==> config.mk <==
export PLATFORM = sky130hd
export DESIGN_NAME = tmds_encoder_multi
export DESIGN_NICKNAME = d
export VERILOG_FILES = /design/src/rtl/tmds_encoder_multi.sv
export SDC_FILE = /design/constraint.sdc
export NUM_CORES = 1
export LEC_CHECK = 0
export BUFFER_PORTS_ARGS = -buffer_cell sky130_fd_sc_hd__buf_2
export CAP_MARGIN = 20
export CORE_UTILIZATION = 58
export CTS_CLUSTER_DIAMETER = 50
export CTS_CLUSTER_SIZE = 14
export DETAILED_ROUTE_END_ITERATION = 12
export PLACE_DENSITY = 0.79
export SYNTH_ARGS = -nofsm -noshare
export SYNTH_HDL_FRONTEND = slang
export SYNTH_SLANG_ARGS = --single-unit
==> constraint.sdc <==
create_clock -name pixclk -period 7.8 [get_ports pixclk]
set_clock_uncertainty 0.15 [all_clocks]
set_input_delay 0.78 -clock pixclk [delete_from_list [all_inputs] [get_ports pixclk]]
set_output_delay 0.78 -clock pixclk [all_outputs]
set_load 0.01 [all_outputs]
==> src/rtl/tmds_encoder_multi.sv <==
// Multi-lane TMDS encoder: DVI video with running disparity, control, guard bands, TERC4.
// Optional TERC4/data-island support is enabled by defining TMDS_TERC4_EN.
module tmds_encoder_multi #(
    parameter int CHANNELS = 3
) (
    input  logic                    pixclk,
    input  logic                    reset,
    input  logic [2:0]              mode,
    input  logic [8*CHANNELS-1:0]   vd,
    input  logic [2*CHANNELS-1:0]   cd,
    input  logic [4*CHANNELS-1:0]   aux,
    output logic [10*CHANNELS-1:0]  tmds,
    output logic [5*CHANNELS-1:0]   disp
);
    localparam logic [2:0] MODE_CTRL   = 3'd0;
    localparam logic [2:0] MODE_VIDEO  = 3'd1;
    localparam logic [2:0] MODE_VGUARD = 3'd3;
`ifdef TMDS_TERC4_EN
    localparam logic [2:0] MODE_TERC4  = 3'd2;
    localparam logic [2:0] MODE_DGUARD = 3'd4;
`endif

    function automatic logic [9:0] ctrl_sym(input logic [1:0] c);
        case (c)
            2'b00:   return 10'b1101010100;
            2'b01:   return 10'b0010101011;
            2'b10:   return 10'b0101010100;
            default: return 10'b1010101011;
        endcase
    endfunction

`ifdef TMDS_TERC4_EN
    function automatic logic [9:0] terc4_sym(input logic [3:0] nib);
        case (nib)
            4'h0:    return 10'b1010011100;
            4'h1:    return 10'b1001100011;
            4'h2:    return 10'b1011100100;
            4'h3:    return 10'b1011100010;
            4'h4:    return 10'b0101110001;
            4'h5:    return 10'b0100011110;
            4'h6:    return 10'b0110001110;
            4'h7:    return 10'b0100111100;
            4'h8:    return 10'b1011001100;
            4'h9:    return 10'b0100111001;
            4'hA:    return 10'b0110011100;
            4'hB:    return 10'b1011000110;
            4'hC:    return 10'b1010001110;
            4'hD:    return 10'b1001110001;
            4'hE:    return 10'b0101100011;
            default: return 10'b1011000011;
        endcase
    endfunction
`else
    logic w_unused_aux;
    assign w_unused_aux = ^aux;
`endif

    logic [2:0] r_mode;

    always_ff @(posedge pixclk) begin
        if (reset) r_mode <= MODE_CTRL;
        else       r_mode <= mode;
    end

    generate
        for (genvar gi = 0; gi < CHANNELS; gi++) begin : g_lane
            localparam int ROLE = gi % 3;

            logic [3:0] w_pop;
            logic       w_xnor;
            logic [8:0] w_qm;
            logic [3:0] w_n1;
            logic [8:0] r_qm;
            logic [3:0] r_n1;
            logic [1:0] r_cd;
            logic [4:0] r_cnt;
            logic [9:0] r_sym;
            logic [4:0] w_d;
            logic [4:0] w_cnt_next;
            logic [9:0] w_sym;

            // Stage 1: transition minimisation; XNOR expressed as XOR with the select bit
            always_comb begin
                w_pop = '0;
                for (int i = 0; i < 8; i++) w_pop = w_pop + {3'b0, vd[8*gi+i]};
                w_xnor = (w_pop > 4'd4) || (w_pop == 4'd4 && !vd[8*gi]);
                w_qm[0] = vd[8*gi];
                for (int i = 1; i < 8; i++) w_qm[i] = vd[8*gi+i] ^ w_qm[i-1] ^ w_xnor;
                w_qm[8] = ~w_xnor;
                w_n1 = '0;
                for (int i = 0; i < 8; i++) w_n1 = w_n1 + {3'b0, w_qm[i]};
            end

`ifdef TMDS_TERC4_EN
            logic [3:0] r_aux;
            always_ff @(posedge pixclk) begin
                if (reset) r_aux <= '0;
                else       r_aux <= aux[4*gi +: 4];
            end
`endif

            always_ff @(posedge pixclk) begin
                if (reset) begin
                    r_qm <= '0;
                    r_n1 <= '0;
                    r_cd <= 2'b00;
                end else begin
                    r_qm <= w_qm;
                    r_n1 <= w_n1;
                    r_cd <= cd[2*gi +: 2];
                end
            end

            // n1 - n0 = 2*n1 - 8; 5-bit modular arithmetic stays exact within -10..+10
            assign w_d = {r_n1, 1'b0} - 5'd8;

            always_comb begin
                w_sym      = ctrl_sym(r_cd);
                w_cnt_next = '0;
                case (r_mode)
                    MODE_VIDEO: begin
                        if (r_cnt == 5'd0 || r_n1 == 4'd4) begin
                            w_sym      = {~r_qm[8], r_qm[8], r_qm[8] ? r_qm[7:0] : ~r_qm[7:0]};
                            w_cnt_next = r_qm[8] ? r_cnt + w_d : r_cnt - w_d;
                        end else if ((!r_cnt[4] && r_n1 > 4'd4) || (r_cnt[4] && r_n1 < 4'd4)) begin
                            w_sym      = {1'b1, r_qm[8], ~r_qm[7:0]};
                            w_cnt_next = r_cnt + {3'b0, r_qm[8], 1'b0} - w_d;
                        end else begin
                            w_sym      = {1'b0, r_qm[8], r_qm[7:0]};
                            w_cnt_next = r_cnt - {3'b0, ~r_qm[8], 1'b0} + w_d;
                        end
                    end
                    MODE_VGUARD: w_sym = (ROLE == 1) ? 10'b0100110011 : 10'b1011001100;
`ifdef TMDS_TERC4_EN
                    MODE_TERC4:  w_sym = terc4_sym(r_aux);
                    MODE_DGUARD: w_sym = (ROLE == 0) ? terc4_sym({2'b11, r_cd}) : 10'b0100110011;
`endif
                    default: ;
                endcase
            end

            always_ff @(posedge pixclk) begin
                if (reset) begin
                    r_sym <= 10'b1101010100;
                    r_cnt <= '0;
                end else begin
                    r_sym <= w_sym;
                    r_cnt <= w_cnt_next;
                end
            end

            assign tmds[10*gi +: 10] = r_sym;
            assign disp[5*gi +: 5]   = r_cnt;
        end
    endgenerate
endmodule
==> results of run 1 <==
==> area by class of cell <==
class	count	share of cell area
multi-input combinational	426	0.564
sequential	90	0.264
timing repair buffer	78	0.0579
inverter	103	0.0566
tap	136	0.0249
clock buffer	9	0.0181
clock inverter	7	0.0148
==> state kept, by name, indices dropped and copies added (netlist names) <==
name / flops
r_mode: 3
g_lane.r_cnt: 12
g_lane.r_qm: 27
g_lane.r_cd: 6
g_lane.r_n1: 12
g_lane.r_sym: 30
==> cells in the final DEF, fill, tap and decap left out, drive strengths merged, types with 23 or more instances in the layout <==
| master | count |
|---|---|
| xnor2 | 57 |
| o21ai | 31 |
| inv | 105 |
| nor2 | 51 |
| xor2 | 32 |
| dfxtp | 90 |
| fa | 39 |
| buf | 78 |
| nand2 | 23 |
| a21oi | 28 |
| ha | 75 |
==> routing by layer <==
layer | GRT usage | wire, um | vias to the layer above
met5 | 0 | 0 | -
met4 | 0.0735 | 199 | 0
met3 | 0.0387 | 384 | 18
met2 | 0.393 | 5810 | 88
met1 | 0.260 | 4860 | 2019
li1 | - | - | 2139
==> worst reg2reg max path, delay by kind of cell, from the launching register on <==
family / cells / cell delay, ns
AO/OA/AOI/OAI: 3 / 0.69
adder cells (fa/ha/maj): 2 / 0.64
flip-flops: 1 / 0.53
buffers and inverters: 2 / 0.27
multiplexers: 1 / 0.22
AND/OR/NAND/NOR: 1 / 0.18
XOR/XNOR: 1 / 0.08
==> power by group through the flow <==
stage | logic, mW | registers, mW | clock network (mW)
6_report | 1.67 | 0.617 | 0.357
5_1_grt | 1.95 | 0.625 | 0.379
4_1_cts | 1.70 | 0.617 | 0.363
3_5_place_dp | 1.68 | 0.628 | 0
3_3_place_gp | 1.58 | 0.624 | 0
2_1_floorplan | 1.33 | 0.625 | 0
==> per-stage QoR <==
| stage | power [mW] | util | setup WS (ns) | hold slack (ns) |
|---|---|---|---|---|
| after global placement | 2.21 | 0.643 | 1.02 | 0.354 |
| after detailed placement | 2.31 | 0.643 | 0.836 | 0.361 |
| after global routing | 2.95 | 0.665 | 0.947 | 0.397 |
| after CTS | 2.68 | 0.665 | 1.21 | 0.381 |
| final | 2.65 | 0.665 | 1.25 | 0.377 |
| after floorplan | 1.95 | - | 1.40 | 0.342 |
==> cells by family after synthesis <==
kind of cell | count (synthesis)
buffers and inverters | 117
AND/OR/NAND/NOR | 116
adder cells (fa/ha/maj) | 114
AO/OA/AOI/OAI | 91
flip-flops | 90
XOR/XNOR | 89
multiplexers | 13
other | 1
==> worst min path at each step <==
| stage | cells past startpoint | end | startpoint |
|---|---|---|---|
| finish | 2 | g_lane[0].r_sym[3] | g_lane[0].r_qm[3] |
| global route | 2 | g_lane[0].r_sym[0] | g_lane[0].r_qm[0] |
| CTS | 2 | g_lane[2].r_sym[3] | g_lane[2].r_qm[3] |
| detailed placement | 2 | g_lane[2].r_sym[3] | g_lane[2].r_qm[3] |
| global placement | 2 | g_lane[0].r_sym[7] | g_lane[0].r_qm[7] |
| floorplan | 2 | g_lane[0].r_sym[3] | g_lane[0].r_qm[3] |
==> summary.md, run 1 <==
The tools report the TritonCTS sink count as 90. The internal reg-to-reg setup slack was 4.98 ns. Total length of routed wires: 11,300 um. The number of distinct library cells after synthesis is 39, and the number of buffers inserted by hold repair at cts is 0. Post-route fraction of the period consumed by the critical path: 0.840. The first global-routing pass estimated 18,800 um of wire. The clock period minus final worst setup slack is 6.55 ns, and the effective utilization at floorplan is 0.593.

The critical path contains buffers and inverters numbering 5 combined. Summing all placed instances gives a cell area of 6610 um^2. The flow ran to the end, and the final reports show no timing, DRC or antenna violations. For the clock latency reported for the late side of the worst-skew pair, the log shows 0.37 ns.

In this run the critical register-to-register path is launched from g_lane[1].r_qm[8]. The headroom to the max-slew limit is 0.363. The cell that appears most often on the critical path is fa_1. TritonCTS built the clock tree. The clock share of power came out at 0.135. The capturing instance or port of the critical path is g_lane[1].r_n1[2]. The logs give 833 for the count of placed standard cells including taps and 0 for the post-CTS setup repair buffer count. The aggregate global routing overflow was 0; the post-synthesis share of cell area spent on full adders, half adders and majority gates was 0.282. Number of enable flip-flop cells after synthesis: 0. Area of all placed cells without fillers: 6830 um^2. The fraction of synthesis flops using an asynchronous set or reset pin is 0, and the total number of yosys warnings is 0. The arrival time at the worst endpoint is 6.65 ns. The worst-path maximum fanout came out at 5. The post-cts resize count is 0. In this run the static leakage power is 3.32 nW.

The tools report the post-DP HPWL as 8930 um. Setup repair after global routing left no endpoint under its margin. The height of the die is 105 um, and the proportion of power drawn by flip-flops and latches is 0.233.

The area occupied by multi-input gates is 3850 um^2. Dividing total power by cell area gives a power density of 387 nW/um^2. The area growth from synthesis to layout is 12.0%. Once layout is complete, the cells apart from fillers number 849. The slowest stage of the critical path belongs to the cell fa_1.

Net switching fraction of the power: 0.431. The critical path crosses 21 cells after its start point. The multiplexer share of the synthesized area was 0.0281. The worst supply voltage drop on vdd was 0.000390 V; the clock-pin slew on the worst setup and hold paths was 0.10 ns. STA puts the critical path data required time at 7.90 ns. The cell type with the largest total area after synthesis is dfxtp_1.

A synthesized cell averages 9.66 um^2. The endpoint identified for the worst register-to-register timing path is g_lane[1].r_cnt[4]. Max-cap violations in this run came to 0. The number of clock buffers added by TritonCTS is 9.

The die boundary width was 105 um; the timing-limited maximum frequency was 0.153 GHz. Grouping stages by cell kind, the critical path spends the most delay in adder cells. 92 I/O pins were placed.

The H-tree depth was 3; the fraction of layout cells with a size suffix above 1 was 0.165. Walking the worst path, the cells encountered are buf_2, inv_1, fa_1, fa_1, fa_1, inv_1, ha_1, fa_1, nor3b_1, o21ai_1, a21oi_1, xor2_1, fa_1, fa_1, inv_1, fa_1, ha_1, inv_1, fa_1, xor2_1, nor2_1. The synthesized netlist occupies a cell area of 6100 um^2. The clock tree root buffer cell was clkbuf_8. The logs give 0 for the final count of hold timing violations and 824 for the fill cell total of the finished layout. The logic gate share of total power came out at 0.632. At the pin with the least slew margin, the transition time is 0.955 ns.

The area fraction in compound gates after synthesis works out to 0.0903. The sequential cells in the finished layout cover a total of 1800 um^2. Entering global routing, the biggest net connects 62 pins. Setup violations remaining at the end of the flow were counted as 0. For this design the total switching power over the nets is 1.14 mW. In this run the worst setup path begins at vd[8]. XOR/XNOR share of the synthesized area: 0.140.

For the post-route DRC violation count, the log shows 0. inv_1 is the most common cell in the netlist. In the final design database the tool counted 869 nets. The fraction of post-synthesis cell area in the top cell type by area was 0.296.

STA classifies the critical path startpoint as an input port. The number of port buffers works out to 76. The diode insertion count for antenna repair was 0.

The commonest cells after synthesis are 99 x inv_1, 90 x dfxtp_1, 75 x ha_1. The tools report the area inside the core boundary as 10,300 um^2. The main combinational cell family by area after synthesis was adder cells.

After detailed routing, the number of vias per cell comes to 5.02. The count of mapped cells out of synthesis came out at 631. The largest incremental delay on the critical path was 0.56 ns.

The tools report the kind of end point of the critical path as a register. The setup total negative slack is 0 ns. Measured in cells, the most critical reg-to-reg path has a length of 10. The most used flip-flop cell after synthesis is dfxtp_1.

The total of flip-flops plus latches after synthesis is 90, and the max-slew violation count is 0. The tools report the internal power component as 1.50 mW. The floorplan has 37 rows. The via count of the first global-routing pass was 4,232. The simple logic cell fraction of the synthesized area works out to 0.0895. The tools report the number of search-and-repair iterations in the first detailed-routing pass as 6. Area of the die: 10,900 um^2. The setup path with the least slack is of type in2reg. In the final routed layout, each cell accounts on average for 13.3 um. The overall global routing resource usage is 0.218. The worst hold path belongs to the class reg2reg. The part of the Yosys area used for sequential elements came out at 0.296. In the post-synthesis netlist, the biggest area contributors are dfxtp_1 30%, ha_1 15%, fa_1 13%, xnor2_1 7.3%, inv_1 6.1%.

The violation count after the first detailed-routing iteration is 120, and the final weighted congestion of routability-driven global placement is 0.888. The count of nets left with antenna violations once routing finished came out at 0. The run gives 0 as the initial antenna violation count.

The logs give 2 for the maximum number of buffers from clock root to sink and 4,264 for the detailed-route via count.
No activity file was read; power rests on OpenSTA's default activity.
==> run 2: changes to the inputs <==
Settings changed: CORE_UTILIZATION 58 to 52, PLACE_DENSITY 0.79 to 0.75.
Clock period 7.8 ns to 5.85 ns, I/O delays scaled along.
==> run 2 against run 1 <==
Net effect:
- combinational power rose by 49%
- via count grew 3.3%
- hold slack lost 0.067 ns
- core utilization is 2.1 points lower
- highest routed layer unchanged
- largest cell class unchanged
- global-route usage shrank 0.22 points
==> summary.md, run 2 (synthesis results as in run 1) <==
The end-of-flow core utilization is 0.643 (-0.0213), and the clock period minus final worst setup slack is 5.83 ns. The post-route fraction of the period consumed by the critical path is 0.997, and the violation count after the first detailed-routing iteration is 201 (+68%). Highest-delay cell along the critical path: fa_1.

Leaving out fill and tap cells, the most frequent cells in the layout are 90 x inv_1, 90 x dfxtp_1, 73 x buf_2. For the worst supply voltage drop on vdd, the log shows 0.000433 V (+11%). The worst reg2reg path endpoint was g_lane[2].r_cnt[4]. The aggregate global routing overflow is 0 (unchanged), and the arrival time at the worst endpoint is 5.87 ns (-0.78 ns).

Clock tree synthesis selected as its root buffer the cell clkbuf_16. The setup total negative slack is 0 ns (unchanged), and the number of flip-flops under the largest register name is 30 (unchanged). For the via count of the first global-routing pass, the log shows 4,508 (+6.5%). The worst-path maximum fanout was 3 (-2); the worst hold margin was 0.311 ns (-0.0666 ns).

The final routed wire length divided by cell count came out at 13.8 um (+3.9%). The tools report the area inside the core boundary as 11,400 um^2 (+11%). Timing-limited maximum frequency: 0.171 GHz. The run gives 0.853 (-3.9%) as the final weighted congestion of routability-driven global placement.

The wire length of the first global-routing pass was 19,900 um (+5.7%). TritonCTS built the clock tree. The routed via count divided by cell count works out to 4.97 (-1.1%). The data required time at the worst endpoint came out at 5.89 ns (-2.01 ns). The largest incremental delay on the critical path was 0.54 ns (-0.02 ns). The cell with the most instances on the worst path is fa_1. The tools report the post-DP HPWL as 9600 um (+7.6%). The static power due to leakage came out at 3.54 nW (+6.4%).

Internal reg-to-reg setup slack: 3.02 ns (-1.96 ns). STA classifies the critical path startpoint as an input port. Setup repair after global routing could not meet its margin everywhere.

For the count of max-cap constraint violations, the log shows 0 (unchanged). The largest net degree at the start of global routing was 62 (unchanged). The run gives 12,200 um (+8.5%) as the total length of routed wires.

The number of search-and-repair iterations in the first detailed-routing pass is 4 (-2), and the diode insertion count for antenna repair is 0 (unchanged). The tools report the detailed-route via count as 4,403 (+3.3%). The final count of hold timing violations was 0 (unchanged); the number of port buffers was 76 (unchanged). The run gives 12,200 um^2 (+11%) as the area of the die. The length in cells of the worst reg-to-reg path works out to 10 (unchanged). The start point of the worst min-delay path is mode[2]. The die boundary width works out to 110 um (+5.5%). The logs give 0 (unchanged) for the count of nets left with antenna violations after detail routing and 92 (unchanged) for the I/O pin count. From synthesis to final layout, the design area changed by 20.5%. The run gives 39 (+5.4%) as the standard-cell row count.

The number of buffers inserted by hold repair at cts came out at 0 (unchanged). The startpoint of the worst-slack reg-to-reg timing path is g_lane[2].r_qm[8]. The fill cell total of the finished layout is 940 (+14%). The final setup violation count came out at 0 (unchanged). More flip-flops sit in one register than any other, and that register is g_lane.r_sym. The height of the die came out at 110 um (+5.5%). Critical path start-end classification: in2reg. Clock latency reported for the late side of the worst-skew pair: 0.34 ns (-0.03 ns). The fraction of layout cells with a size suffix above 1 is 0.242 (+0.0768). The instance count along the most critical hold path is 2 (unchanged). For hold timing, the worst endpoint is r_mode[2].

The slew of the pin with the lowest slew margin is 1.04 ns (+0.0889 ns), and the initial antenna violation count is 0 (unchanged). Traced cell by cell, the critical path runs through buf_8, inv_8, fa_1, fa_1, fa_1, inv_1, ha_2, fa_1, nor3b_2, nor3b_1, a21oi_2, buf_6, xor2_4, fa_1, fa_1, inv_1, fa_1, ha_2, inv_2, fa_2, nor2_1. Maximum number of buffers from clock root to sink: 2 (unchanged).

The post-route DRC violation count is 0 (unchanged), and the total number of nets in the final design is 899 (+3.5%). The H-tree depth is 3 (unchanged). The logs give 0 (unchanged) for the max-slew violation count and 0.534 (-0.0593) for the effective utilization at floorplan.

The total CTS buffers is 9 (unchanged). The flow ran to the end, and the final reports show no timing, DRC or antenna violations. The total power divided by cell area is 535 nW/um^2 (+38%), and the TritonCTS sink count is 90 (unchanged).

The clock-pin slew on the worst setup and hold paths is 0.06 ns (-0.04 ns). The worst setup path is captured at a register. Headroom to the max-slew limit: 0.304 (-0.0593). In the final layout, the registers with the most flip-flops are g_lane.r_sym: 30 flops, g_lane.r_qm: 27 flops.

Type of the tightest min-delay check: in2reg. The run gives 0.216 (-0.00223) as the overall global routing resource usage.
[run 2: cell count changes in the layout (fill, tap and decap cells not counted), moves of 4 or more]
cell and change:
clkbuf_8 -8, fa_1 -5, inv_2 +6, clkbuf_16 +9
inv_1 -9, ha_2 +5, fa_2 +5, buf_4 +30
ha_1 -6, xnor2_1 -4, xnor2_2 +4
[run 2: area by class of cell]
| cell class | count | area (um^2) | share of cell area |
|---|---|---|---|
| multi-input cells | 426 | 3990 | 0.543 |
| flip-flops and latches | 90 | 1800 | 0.245 |
| repair buffers | 108 | 647 | 0.0880 |
| inverters | 103 | 400 | 0.0545 |
| clock buffers | 10 | 239 | 0.0325 |
| well taps | 143 | 179 | 0.0244 |
| clock inverters | 6 | 88.8 | 0.0121 |
[run 2: where the power goes]
| part | switching [mW] | total, mW | internal, mW | leakage (nW) |
|---|---|---|---|---|
| clock | 0.241 | 0.628 | 0.386 | 0.155 |
| sequential | 0.0817 | 0.823 | 0.741 | 0.745 |
| combinational | 1.29 | 2.48 | 1.19 | 2.64 |
| total | 1.61 | 3.93 | 2.32 | 3.54 |
[run 2: worst max-delay path by stage]
stage / to / cells after the start / from
after floorplan: g_lane[1].r_n1[1] / 19 / vd[11]
after global placement: g_lane[1].r_n1[1] / 20 / vd[11]
after detailed placement: g_lane[1].r_n1[1] / 20 / vd[11]
after CTS: g_lane[1].r_n1[1] / 21 / vd[11]
after global routing: g_lane[1].r_n1[1] / 21 / vd[11]
final: g_lane[1].r_n1[1] / 21 / vd[11]
[run 2: layer usage]
metal  wire length, um  GRT usage  part of all wire
met5                 0          0                 0
met4               290     0.0930             0.024
met3               432     0.0353             0.035
met2              6460      0.406              0.53
met1              5030      0.237              0.41
[run 2: repair_timing]
action                                  CTS  global route
pin swaps                                 7            16
endpoints found under the setup margin    2             6
resized for setup                         6            21
setup buffers                             3             7
[run 2: stage by stage]
stage               power, mW  setup slack, ns  std cells  instance area (um^2)
floorplan                2.64           -0.115        633                  6170
CTS                      3.86        -0.000935        879                  7210
global route             4.32           -0.150        886                  7350
finish                   3.93           0.0171        886                  7350
detailed placement       3.18           -0.501        860                  6840
global placement         3.03           -0.352        860                  6840
[run 2: critical path, delay by kind of cell]
family / cells / cell delay, ns
XOR/XNOR: 1 / 0.16
AND/OR/NAND/NOR: 3 / 0.35
adder cells (fa/ha/maj): 10 / 4.35
buffers and inverters: 6 / 0.41
AO/OA/AOI/OAI: 1 / 0.06
==> run 3: changes to the inputs <==
Settings changed: PLACE_DENSITY 0.75 to 0.78.
==> run 3 against run 2 <==
Net effect:
- power fell by 0.20%
- combinational power barely moved
- highest routed layer unchanged
- largest cell class unchanged
- setup slack improved by 0.033 ns
- global-route usage fell by 0.080 points
- fmax rose by 0.58%
==> summary.md, run 3 (synthesis results as in run 1) <==
The run finished with clean final reports. The cell with the most instances on the worst path was fa_1. For the final setup violation count, the log shows 0 (unchanged). The worst-path maximum fanout is 3 (unchanged).

The tools report the max-slew violation count as 0 (unchanged). g_lane.r_sym holds more flip-flops than any other register. The logic gate share of total power came out at 0.629 (-0.002). For the headroom to the max-slew limit, the log shows 0.312 (+0.00831). The number of port buffers was 76 (unchanged); the initial antenna violation count was 0 (unchanged).

Total length of routed wires: 12,300 um (+0.78%). Leaving out fill and tap cells, the most frequent cell in the layout is inv_1. The logs give 860 (unchanged) for the count of placed standard cells including taps and 0.215 (-0.000800) for the overall global routing resource usage. The slew of the pin with the lowest slew margin is 1.03 ns (-0.0125 ns).

The arrival time at the worst endpoint came out at 5.84 ns (-0.03 ns). The worst setup path is of the in2reg kind. The logs give 883 (-0.34%) for the final standard cell count with taps included and fillers excluded and 9700 um (+1.0%) for the post-DP HPWL.

Violation count after the first detailed-routing iteration: 160 (-20%). The library cells used most frequently in the layout, excluding fill and tap cells, are 92 x inv_1, 90 x dfxtp_1, 74 x buf_2. Final routed wire length divided by cell count: 13.9 um (+1.1%).

The logs give 4,417 (+0.32%) for the detailed-route via count and 3.93 mW (-0.20%) for the overall power after layout. The tools report the number of buffers inserted by hold repair at cts as 0 (unchanged). The area of placed instances is 6840 um^2 (unchanged), and the maximum number of buffers from clock root to sink is 2 (unchanged).

The tools report the post-route DRC violation count as 0 (unchanged). The tools report the proportion of power drawn by flip-flops and latches as 0.210 (about the same). The count of max-cap constraint violations came out at 0 (unchanged). Family with the most delay on the worst path: adder cells.

The critical path buffer and inverter count was 5 (-1). Setup repair after global routing could not meet its margin everywhere. The timing-limited maximum frequency came out at 0.172 GHz (+0.58%).

I/O pin count: 92 (unchanged). The logs give 3.53 nW (-0.18%) for the static power due to leakage and 7310 um^2 (-0.49%) for the area of all placed cells without fillers. The clock latency reported for the late side of the worst-skew pair is 0.34 ns (about the same).

Area of the die: 12,200 um^2 (unchanged). The height of the die was 110 um (unchanged). The internal power component was 2.31 mW (-0.29%). The total power divided by cell area is 537 nW/um^2 (+0.30%). The tools report the TritonCTS sink count as 90 (unchanged). Routed via count divided by cell count: 5.00 (+0.66%).

The total number of nets in the final design was 896 (-0.33%). The largest registers in the layout are g_lane.r_sym: 30 flops, g_lane.r_qm: 27 flops. The root buffer cell chosen for the clock tree is clkbuf_16. Fraction of layout cells with a size suffix above 1: 0.234 (-0.00848). The logs give 6 (+2) for the number of search-and-repair iterations in the first detailed-routing pass and 0 (unchanged) for the count of nets left with antenna violations after detail routing. The largest incremental delay on the critical path was 0.54 ns (about the same); the clock-pin slew on the worst setup and hold paths was 0.06 ns (about the same). The highest-delay cell along the critical path was fa_1. The diode insertion count for antenna repair was 0 (unchanged); the data required time at the worst endpoint was 5.89 ns (about the same). The clock period minus final worst setup slack was 5.80 ns (-0.0334 ns). The wire length of the first global-routing pass was 19,800 um (-0.31%). TritonCTS built the clock tree. The via count of the first global-routing pass is 4,464 (-0.98%).

For the area inside the core boundary, the log shows 11,400 um^2 (unchanged). Type of the tightest min-delay check: in2reg. The run gives 0 (unchanged) as the final count of hold timing violations. The number of flip-flops under the largest register name was 30 (unchanged); the standard-cell row count was 39 (unchanged). The aggregate global routing overflow is 0 (unchanged), and the net switching power is 1.61 mW (about the same). The post-route fraction of the period consumed by the critical path was 0.991 (-0.00572). The startpoint kind of the worst setup timing path was an input port. The effective utilization at floorplan is 0.534 (unchanged), and the final weighted congestion of routability-driven global placement is 0.870 (+1.9%). The die boundary width was 110 um (unchanged). The tools report the total CTS buffers as 9 (unchanged). The run gives 0.000434 V (+0.14%) as the worst supply voltage drop on vdd. The net switching fraction of the power works out to 0.411 (+0.000530). The worst setup path is captured at a register. The signal on the critical path passes through buf_8, inv_8, fa_1, fa_1, fa_1, inv_1, ha_2, fa_1, nor3b_2, o21ai_2, a21oi_4, xor2_2, fa_1, fa_1, inv_1, fa_1, ha_2, inv_2, fa_2, nor2_1. The run gives 922 (-1.9%) as the fill cell total of the finished layout. The run gives 0.161 (about the same) as the clock share of power. The H-tree depth was 3 (unchanged).

Largest net degree at the start of global routing: 62 (unchanged). Compared with the post-synthesis result, the final layout area differs by 19.9%.
## run 3: area by class of cell
type | count | area (um^2) | share of cell area
repair buffers | 105 | 618 | 0.0845
clock buffers | 10 | 239 | 0.0327
inverters | 103 | 398 | 0.0544
well taps | 143 | 179 | 0.0245
multi-input cells | 426 | 3990 | 0.545
clock inverters | 6 | 88.8 | 0.0122
flip-flops and latches | 90 | 1800 | 0.246
## run 3: worst paths after layout
| path | start | endpoint | slack [ns] | cells past startpoint |
|---|---|---|---|---|
| setup / recovery | vd[11] | g_lane[1].r_n1[1] | 0.05 | 20 |
| hold / removal | mode[2] | r_mode[2] | 0.31 | 2 |
| hold reg to reg | g_lane[0].r_qm[3] | g_lane[0].r_sym[3] | 0.37 | 2 |
| setup reg to reg | g_lane[2].r_qm[8] | g_lane[2].r_cnt[4] | 3.04 | 10 |
## run 3: stage by stage
step | setup WS [ns] | TNS, ns | util | hold slack, ns
2_1_floorplan | -0.115 | -0.205 | - | 0.342
3_3_place_gp | -0.344 | -1.35 | 0.599 | 0.348
3_5_place_dp | -0.460 | -2.38 | 0.599 | 0.359
4_1_cts | -0.00391 | -0.00391 | 0.631 | 0.308
5_1_grt | -0.126 | -0.490 | 0.640 | 0.324
6_report | 0.0505 | 0 | 0.640 | 0.308
## run 3: power groups by stage
stage                     registers, mW  logic (mW)  clock network [mW]
after floorplan                   0.833        1.81                   0
after global placement            0.832        2.19                   0
after detailed placement          0.837        2.35                   0
after CTS                         0.824        2.39               0.636
after global routing              0.838        2.81               0.659
final                             0.824        2.47               0.631
## run 3: what timing repair did
item / CTS / global route
hold endpoints to repair: 0 / 0
pin swaps: 8 / 13
endpoints found under the setup margin: 3 / 6
setup buffers: 1 / 6
gates resized for setup: 6 / 15
## run 3: worst reg2reg max path: cells and delay by family (launching register included)
kind | cells | cell delay, ns
buffers and inverters | 2 | 0.27
DFF | 1 | 0.44
muxes | 1 | 0.22
and+or+nand+nor | 1 | 0.19
adders and majority gates | 2 | 0.67
AOI/OAI and AO/OA | 3 | 0.73
xor gates and xnor gates | 1 | 0.09
## run 3: metal layers
| metal | vias up | global-route usage | part of all wire |
|---|---|---|---|
| li1 | 2193 | - | - |
| met1 | 2116 | 0.242 | 0.41 |
| met2 | 85 | 0.403 | 0.54 |
| met3 | 23 | 0.0347 | 0.030 |
| met4 | 0 | 0.0808 | 0.022 |
| met5 | - | 0 | 0 |
